$ cat src/rtl/wav_pkg.sv
// Shared WAV definitions for the stream encoder and the parser.
// Contents: RIFF/WAVE chunk IDs (ASCII, first character in the MSB), fixed
// header constants, the encoder FSM state type and a helper that turns a chunk
// ID into the little-endian word whose byte lanes are sent in order.
package wav_pkg;

  localparam logic [31:0] RIFF_ID = 32'h5249_4646;  // "RIFF"
  localparam logic [31:0] WAVE_ID = 32'h5741_5645;  // "WAVE"
  localparam logic [31:0] FMT_ID  = 32'h666D_7420;  // "fmt "
  localparam logic [31:0] DATA_ID = 32'h6461_7461;  // "data"

  localparam int WAV_HDR_LEN   = 44;
  localparam int FMT_CHUNK_LEN = 16;
  localparam int WAV_FMT_PCM   = 1;

  typedef enum logic [2:0] {
    ST_IDLE   = 3'd0,
    ST_HEADER = 3'd1,
    ST_DATA   = 3'd2,
    ST_PAD    = 3'd3,
    ST_DONE   = 3'd4
  } wav_tx_state_t;

  // Chunk IDs are written character-first, so lane 0 of the returned word
  // holds the first character.
  function automatic logic [31:0] id_to_le(input logic [31:0] id);
    return {id[7:0], id[15:8], id[23:16], id[31:24]};
  endfunction

endpackage

$ cat src/rtl/wav_header_byte.sv
// Combinational lookup of one byte of the canonical 44-byte PCM WAV header
// (mono, 8-bit).
// Ports:
//   index       header byte position 0..43 (positions >= 44 return 0)
//   riff_size   RIFF chunk size field
//   data_size   data chunk size field
//   sample_rate fmt sample rate; also used as byte rate (1 byte per frame)
//   hdr_byte    header byte at index
module wav_header_byte
  import wav_pkg::*;
(
  input  logic [5:0]  index,
  input  logic [31:0] riff_size,
  input  logic [31:0] data_size,
  input  logic [31:0] sample_rate,
  output logic [7:0]  hdr_byte
);

  logic [31:0] word;
  logic [31:0] shifted;

  // The header is eleven 32-bit little-endian words; index[5:2] picks the
  // word, index[1:0] the byte lane.
  always_comb begin
    word = '0;
    case (index[5:2])
      4'd0:    word = id_to_le(RIFF_ID);
      4'd1:    word = riff_size;
      4'd2:    word = id_to_le(WAVE_ID);
      4'd3:    word = id_to_le(FMT_ID);
      4'd4:    word = 32'(FMT_CHUNK_LEN);
      4'd5:    word = {16'd1, 16'(WAV_FMT_PCM)};  // channels, audio format
      4'd6:    word = sample_rate;
      4'd7:    word = sample_rate;                // byte rate
      4'd8:    word = {16'd8, 16'd1};             // bits per sample, block align
      4'd9:    word = id_to_le(DATA_ID);
      4'd10:   word = data_size;
      default: word = '0;
    endcase
    shifted  = word >> {index[1:0], 3'b000};
    hdr_byte = shifted[7:0];
  end

endmodule

$ cat src/rtl/wav_stream_tx.sv
// Encodes a stream of signed 8-bit mono samples into a PCM WAV byte stream
// (44-byte header followed by offset-binary data) on a valid/ready byte port.
// Build option: WAV_STREAM_PAD_EN appends one 0x00 pad byte to odd-length
// data and counts it in the RIFF size; undefined, odd files are unpadded.
// Ports:
//   clk_in, rst_in            sys_clk and synchronous active-high reset
//   start_in, num_samples_in  begin a file of num_samples_in samples (IDLE only)
//   sample_in/valid/ready     signed sample input handshake
//   byte_out/valid/ready      WAV byte output handshake
//   busy_out, done_out        file in progress / one-cycle completion pulse
//   state_out                 FSM state for LED debug
//
// state  | meaning
// IDLE   | waiting for start_in
// HEADER | emitting header bytes 0..43 from the lookup
// DATA   | forwarding converted samples through the output register
// PAD    | emitting the 0x00 pad byte (odd length, pad build only)
// DONE   | one-cycle done_out pulse
module wav_stream_tx
  import wav_pkg::*;
#(
  parameter int SAMPLE_RATE   = 12_000,
  parameter int MAX_SAMPLES_W = 32
) (
  input  logic                     clk_in,
  input  logic                     rst_in,
  input  logic                     start_in,
  input  logic [MAX_SAMPLES_W-1:0] num_samples_in,
  input  logic [7:0]               sample_in,
  input  logic                     sample_valid_in,
  output logic                     sample_ready_out,
  output logic [7:0]               byte_out,
  output logic                     byte_valid_out,
  input  logic                     byte_ready_in,
  output logic                     busy_out,
  output logic                     done_out,
  output logic [2:0]               state_out
);

`ifdef WAV_STREAM_PAD_EN
  localparam logic PAD_EN = 1'b1;
`else
  localparam logic PAD_EN = 1'b0;
`endif

  wav_tx_state_t            state_q, state_d;
  logic [5:0]               idx_q, idx_d;
  logic [MAX_SAMPLES_W-1:0] count_q;
  logic [MAX_SAMPLES_W-1:0] remaining_q;
  logic [7:0]               byte_q;
  logic                     byte_valid_q;

  logic [31:0] data_size;
  logic [31:0] riff_size;
  logic        pad_needed;
  logic [7:0]  hdr_byte;
  logic        hdr_last;
  logic        sample_take;
  logic        out_free;

  assign data_size  = 32'(count_q);
  assign pad_needed = PAD_EN & count_q[0];
  assign riff_size  = 32'd36 + data_size + {31'd0, pad_needed};
  assign hdr_last   = (idx_q == 6'(WAV_HDR_LEN - 1));

  // Output register can take a new byte when empty or being emptied now.
  assign out_free    = !byte_valid_q || byte_ready_in;
  assign sample_take = sample_valid_in && sample_ready_out;

  wav_header_byte u_hdr (
    .index       (idx_q),
    .riff_size   (riff_size),
    .data_size   (data_size),
    .sample_rate (32'(SAMPLE_RATE)),
    .hdr_byte    (hdr_byte)
  );

  always_comb begin
    state_d          = state_q;
    idx_d            = idx_q;
    sample_ready_out = 1'b0;
    byte_valid_out   = 1'b0;
    byte_out         = 8'h00;
    busy_out         = 1'b0;
    done_out         = 1'b0;
    case (state_q)
      ST_IDLE: begin
        if (start_in) begin
          state_d = ST_HEADER;
          idx_d   = '0;
        end
      end
      ST_HEADER: begin
        busy_out       = 1'b1;
        byte_valid_out = 1'b1;
        byte_out       = hdr_byte;
        if (byte_ready_in) begin
          if (hdr_last) begin
            state_d = (data_size != 32'd0) ? ST_DATA : ST_DONE;
          end else begin
            idx_d = idx_q + 6'd1;
          end
        end
      end
      ST_DATA: begin
        busy_out         = 1'b1;
        byte_valid_out   = byte_valid_q;
        byte_out         = byte_q;
        sample_ready_out = (remaining_q != '0) && out_free;
        // Leave only once every sample is in and the last byte has drained.
        if (remaining_q == '0 && out_free) begin
          state_d = pad_needed ? ST_PAD : ST_DONE;
        end
      end
      ST_PAD: begin
        busy_out       = 1'b1;
        byte_valid_out = 1'b1;
        byte_out       = 8'h00;
        if (byte_ready_in) state_d = ST_DONE;
      end
      ST_DONE: begin
        done_out = 1'b1;
        state_d  = ST_IDLE;
      end
      default: state_d = ST_IDLE;
    endcase
  end

  always_ff @(posedge clk_in) begin
    if (rst_in) begin
      state_q      <= ST_IDLE;
      idx_q        <= '0;
      count_q      <= '0;
      remaining_q  <= '0;
      byte_q       <= '0;
      byte_valid_q <= 1'b0;
    end else begin
      state_q <= state_d;
      idx_q   <= idx_d;
      if (state_q == ST_IDLE && start_in) begin
        count_q     <= num_samples_in;
        remaining_q <= num_samples_in;
      end
      if (sample_take) begin
        byte_q       <= {~sample_in[7], sample_in[6:0]};
        byte_valid_q <= 1'b1;
        remaining_q  <= remaining_q - 1'b1;
      end else if (state_q != ST_DATA || byte_ready_in) begin
        byte_valid_q <= 1'b0;
      end
    end
  end

  assign state_out = state_q;

endmodule

$ cat config.mk
export PLATFORM = sky130hd
export DESIGN_NAME = wav_stream_tx
export DESIGN_NICKNAME = d
export VERILOG_FILES = /design/src/rtl/wav_pkg.sv /design/src/rtl/wav_header_byte.sv /design/src/rtl/wav_stream_tx.sv
export SDC_FILE = /design/constraint.sdc
export NUM_CORES = 1
export LEC_CHECK = 0
export CORE_UTILIZATION = 52
export CTS_CLUSTER_DIAMETER = 50
export CTS_CLUSTER_SIZE = 16
export DETAILED_ROUTE_END_ITERATION = 7
export PLACE_DENSITY = 0.76
export SYNTH_ARGS = -nofsm -noshare
export SYNTH_HDL_FRONTEND = slang
export SYNTH_HIERARCHICAL = 1
export SYNTH_SLANG_ARGS = --single-unit
$ cat constraint.sdc
create_clock -name clk_in -period 3.3 [get_ports clk_in]
set_clock_uncertainty 0.05 [all_clocks]
set_input_delay 0.66 -clock clk_in [delete_from_list [all_inputs] [get_ports clk_in]]
set_output_delay 0.66 -clock clk_in [all_outputs]
set_load 0.005 [all_outputs]
# --- Yosys cells after proc, flatten, opt, wreduce, memory -nomap -nowiden ---
# Index checks and enable logic that the tools add are counted.
word_totals:
  rom_bits: 0
  n_memories: 0
  latchBits: 0
  out_inout_bits: 15
  reg_bits: 82
  ramBits: 0
  in_bits: 45
op_classes:
  n_mul: 0
  bitwise_logic: 1
  reduce_logical: 20
  n_shift: 1
  eq_ne: 22
  mux: 21
  addsub: 3
  div_mod_pow: 0
  magnitude_cmp: 0
op_table:
  columns: ["cell", "n"]
  rows:
  - ["$pmux 32 s10", 1]
  - ["$mux 32", 2]
  - ["$reduce_bool 32->1", 2]
  - ["$add 6x32->32 const A", 1]
  - ["$logic_not 32->1", 1]
  - ["$shr 32x5->8", 1]
  - ["$sub 32x1->32 const B", 1]
  - ["$mux 3", 6]
  - ["$mux 6", 3]
  - ["$eq 4x3->1 const B", 4]
  - ["$pmux 8 s2", 1]
  - ["$eq 4x4->1 const B", 3]
  - ["$ne 2x2->1 const B", 6]
  - ["$pmux 3 s4", 1]
  - ["$pmux 6 s2", 1]
  - ["$eq 4x2->1 const B", 2]
  - ["$add 6x1->6 const B", 1]
  - ["$eq 3x2->1 const B", 2]
  - ["$eq 6x6->1 const B", 1]
  - ["$reduce_bool 2->1", 3]
  - ["$mux 1", 5]
  - ["$reduce_and 5->1", 1]
  - ["$eq 4x1->1 const B", 1]
  - ["$logic_and 1x1->1", 4]
  - ["other kinds (12)", 14]

# --- Longest topological paths before layout ---
# Gate-level depths: netlist of run 1.
logic_depth:
  word_depth: 6
  depth_mapped: 13
  mapped_depth_nobuf: 12

# --- By module ---
# The synthesis of run 1 kept the hierarchy.
by_module_without_submodules:
  columns: ["mod", "n_inst", "seq_area_each_um2", "area_each_um2", "cells_each"]
  rows:
  - ["wav_stream_tx", 1, 1641.6, 4545.6, 572]
  - ["wav_header_byte", 1, 0.0, 1228.7, 193]

# --- Worst setup path after synthesis of run 1 ---
# OpenSTA, ideal clock, no wires.
synth_timing:
  path_kind: "register to output"
  from: "register count_q[7]"
  to: "output byte_out[4]"
  arrival_ns: 2.449
  slack_ns: 0.141
  path_stages_with_launch: 14
  path_cell_list: "dfxtp_1 > clkbuf_1 > and4_1 > nand3_1 > nor2b_1 > clkbuf_1 > nand2_1 > xnor2_1 > o21ai_1 > nor2_1 > a21oi_1 > o22ai_1 > mux4_2 > a22o_1"
synth_via:
  elab_chain_cells: 4
synth_lines:
  columns: ["element", "line_no", "text"]
  rows:
  - ["start: declaration", "wav_stream_tx.sv:48", "logic [MAX_SAMPLES_W-1:0] count_q;"]
  - ["start signal: assignment", "wav_stream_tx.sv:141", "count_q <= num_samples_in;"]
  - ["$add 6x32->32", "wav_stream_tx.sv:63", "assign riff_size = 32'd36 + data_size + {31'd0, pad_needed};"]
  - ["named net riff_size[20]", "wav_stream_tx.sv:54", "logic [31:0] riff_size;"]
  - ["$pmux 32 s10", "wav_header_byte.sv:26", "case (index[5:2])"]
  - ["$shr 32x5->8", "wav_header_byte.sv:40", "shifted = word >> {index[1:0], 3'b000};"]
  - ["named net hdr_byte[4]", "wav_stream_tx.sv:56", "logic [7:0] hdr_byte;"]
  - ["$pmux 8 s2", "wav_stream_tx.sv:86", "case (state_q)"]
  - ["end: declaration", "wav_stream_tx.sv:32", "output logic [7:0] byte_out,"]
# The timed path passes the listed nets, and every way through them passes these cells.

# --- Final worst setup path of run 1 ---
layout_timing:
  from: "register count_q[2]"
  to: "output byte_out[4]"
# The elaborated chain is that of the path after synthesis.

==> qor.yml, run 1 <==
routing:
  avgViaCountPerCell: 6.28
  dr.first_iter.drc_count: 586
  vias: 6597
  wirelength_um: 20300
  ant_nets: 0
  drc: 0
  drt_pass1_iterations: 7
  wl_per_cell_um: 19.3
floorplan:
  coreArea_mm2: 0.0108
  die_y_um: 107
  dieArea_mm2: 0.0115
  io_pins: 60
  start_util: 0.533
  rows: 38
  chipWidth_um: 107
yosys:
  synth_area_mm2: 0.00577
  avgSynthCellArea_um2: 7.55
  ys_ff_latch: 82
  synthArstFlopShare: 0
  synthFlopType: "dfxtp_1"
  synth.distinct_cells: 86
  synth.top_cell.area_share: 0.284
  synthTopCellsByArea: "dfxtp_1, nand2_1, a21oi_1"
  synth_seq_area_share: 0.284
  synthCells: 765
  yosys_warnings: 6
  synth_edf_count: 0
  yosysTopAreaCell: "dfxtp_1"
cts:
  cts-root-buf: "clkbuf_8"
  htree_levels: 3
  clk_latency_ns: 0.37
  cts_sinks: 82
  cts_tree: "built"
  clk_pin_slew_ns: 0.08
  cts_buffers: 9
  clockBufferDepth: 2
placement:
  placed_area_mm2: 0.00704
  place_congestion: 0.951
  place_hpwl_um: 14900
  place_inst: 1022
  io_buffers: 59
  dp_slack_ns: -0.130
timing:
  finalMaxSlewViolations: 0
  rsz0062_at_grt: "yes"
  finalSetupViolCount: 7
  finalHoldViolations: 0
  fin_hold_ws_ns: 0.412
  worstMarginPinSlew_ns: 0.906
  fin_crit_sh: 1.05
  period_minus_slack_ns: 3.48
  fmax_mhz: 287
  setup_slack_ns: -0.180
  slew-limit-headroom: 0.396
pwr:
  power_density_mw_per_mm2: 358
  total_power_mw: 2.69
  peakVddDrop_mv: 0.294
  p_leak_nw: 2.83
critical_path:
  slowest_stage: "mux4_2"
  arrival_ns: 2.77
  start_kind: "flip-flop"
  r2r_slack_ns: 0.62
  reg2regPathDepth: 7
  crit_path_max_fanout: 4
  cp_cell_sequence: "ha_4, a21oi_4, nor2b_1, nor2b_1, buf_4, buf_4, nand4_1, xnor2_1, a32oi_1, o21ai_1, mux4_2, a22o_1, buf_2"
  path_buf_inv: 3
  r2r-start: "idx_q[4]"
  crit_path_max_incr_delay_ns: 0.47
  path_delay_family: "compound AO/OA/AOI/OAI gates"
  worstSetupPathType: "flip-flop to output port"
  end_kind: "output port"
  required_ns: 2.59
  r2r_end: "idx_q[5]"
cells_and_area:
  drive_above_1_share: 0.215
  finalInstanceArea_mm2: 0.00752
  antennaDiodeCount: 0
  area_delta_synth_final_pct: 30.2
  register_area_mm2: 0.00165
  fin_cells: 1051
  layout_commonest_cell: "nand2_1"
  layout_common_cells: "nand2_1, buf_4, dfxtp_1"
  fin_nets: 956
  multiInputGateArea_mm2: 0.00413
  fillers: 906
global_route:
  grt_pass1_wl_um: 32000
  antenna_found_initial: 0
  gr-total-overflow: 0
  grt_max_degree: 48
  grt_pass1_vias: 6162
  grt_usage: 0.358
hold_path:
  min_from: "byte_q[1]"
  hold_end: "byte_q[1]"
  min_path_type: "flip-flop to flip-flop"
  worstHoldPathCells: 2
run_status:
  status: "finished with violations"
  violations: "setup timing"
run:
  drv_cap: 0
## worst register-to-register path, delay by kind of cell, from the launching register on
family	cells	cell delay (ns)
compound gates	3	0.72
buf+inv	1	0.32
simple gates	3	0.81
flops	1	0.69
## cell usage after synthesis, drive strengths merged, types with 7 or more instances
cell    count
o211ai      7
and4        7
o31a        7
clkbuf     29
xnor2      20
dfxtp      82
nand3      29
o21ai      33
nand2b     12
or3        12
and3       12
nand4      15
nand2     124
inv        10
nor2b      13
buf        28
a21oi      78
nor4       18
a221oi      9
nor2       50
xor2       12
a31oi      18
nor3       21
a32oi       9
a22o       10
## through the flow
| stage | setup TNS [ns] | utilization |
|---|---|---|
| final | -0.781 | 0.693 |
| after detailed placement | -0.276 | 0.649 |
| after floorplan | 0 | - |
| after global routing | -1.52 | 0.693 |
| after CTS | -0.561 | 0.685 |
| after global placement | -0.119 | 0.649 |
## sequential cells by signal, indices dropped and copies added, names as in the netlist
| name | count |
|---|---|
| state_out | 3 |
| idx_q | 6 |
| count_q | 32 |
| byte_q | 8 |
| byte_valid_q | 1 |
| remaining_q | 32 |
## logic make-up (layout without fill, tap and decap cells)
family                     count (synthesis)  in the layout  share of synthesized area
muxes                                      7              7                     0.0143
other                                      2             32                    0.00130
and+or+nand+nor                          346            346                      0.330
adders and majority gates                  5              5                     0.0108
xor gates and xnor gates                  32             32                     0.0485
DFF                                       82             82                      0.284
AOI/OAI and AO/OA                        224            224                      0.255
buffers and inverters                     67            183                     0.0550
## per-layer routing
layer | routed length (um) | GRT usage | vias up
met5 | 0 | 0 | -
met4 | 890 | 0.200 | 0
met3 | 1490 | 0.0418 | 70
met2 | 9610 | 0.591 | 341
met1 | 8300 | 0.455 | 3097
li1 | - | - | 3089
## area by class of cell
type | count | share of cell area
Sequential cell | 82 | 0.219
Tap cell | 140 | 0.0233
Inverter | 10 | 0.00499
Clock inverter | 3 | 0.00616
Multi-Input combinational cell | 646 | 0.549
Clock buffer | 13 | 0.0211
Timing Repair Buffer | 157 | 0.176
## worst max-delay path by stage
stage | startpoint | end | slack [ns] | cells after the start
2_1_floorplan | count_q[7] | byte_out[4] | 0.14 | 13
3_3_place_gp | count_q[19] | byte_out[6] | -0.07 | 11
3_5_place_dp | count_q[18] | byte_out[6] | -0.13 | 11
4_1_cts | count_q[3] | byte_out[2] | -0.18 | 15
5_1_grt | count_q[3] | byte_out[5] | -0.29 | 15
6_report | count_q[2] | byte_out[4] | -0.18 | 13
## power breakdown
group	leakage [nW]	internal (mW)	switching, mW
clock	0.100	0.395	0.376
combinational	2.05	0.336	0.443
sequential	0.673	1.06	0.0795
total	2.83	1.79	0.898
## timing repair
action / 4_1_cts / 5_1_grt
hold buffers: 0 / 0
endpoints found under the setup margin: 9 / 8
pin swaps: 36 / 31
setup buffers: 10 / 4
gates resized for setup: 57 / 23
Note: power is estimated with default switching activity, not from simulation.
==> run 2, diff against run 1 <==
--- a/config.mk
+++ b/config.mk
@@ -5,6 +5,7 @@
 export SDC_FILE = /design/constraint.sdc
 export NUM_CORES = 1
 export LEC_CHECK = 0
+export ABC_CLOCK_PERIOD_IN_PS = 3300
 export CORE_UTILIZATION = 52
 export CTS_CLUSTER_DIAMETER = 50
 export CTS_CLUSTER_SIZE = 16
==> results of run 2 <==
The final DEF is identical to that of run 1; final timing and power are the same.
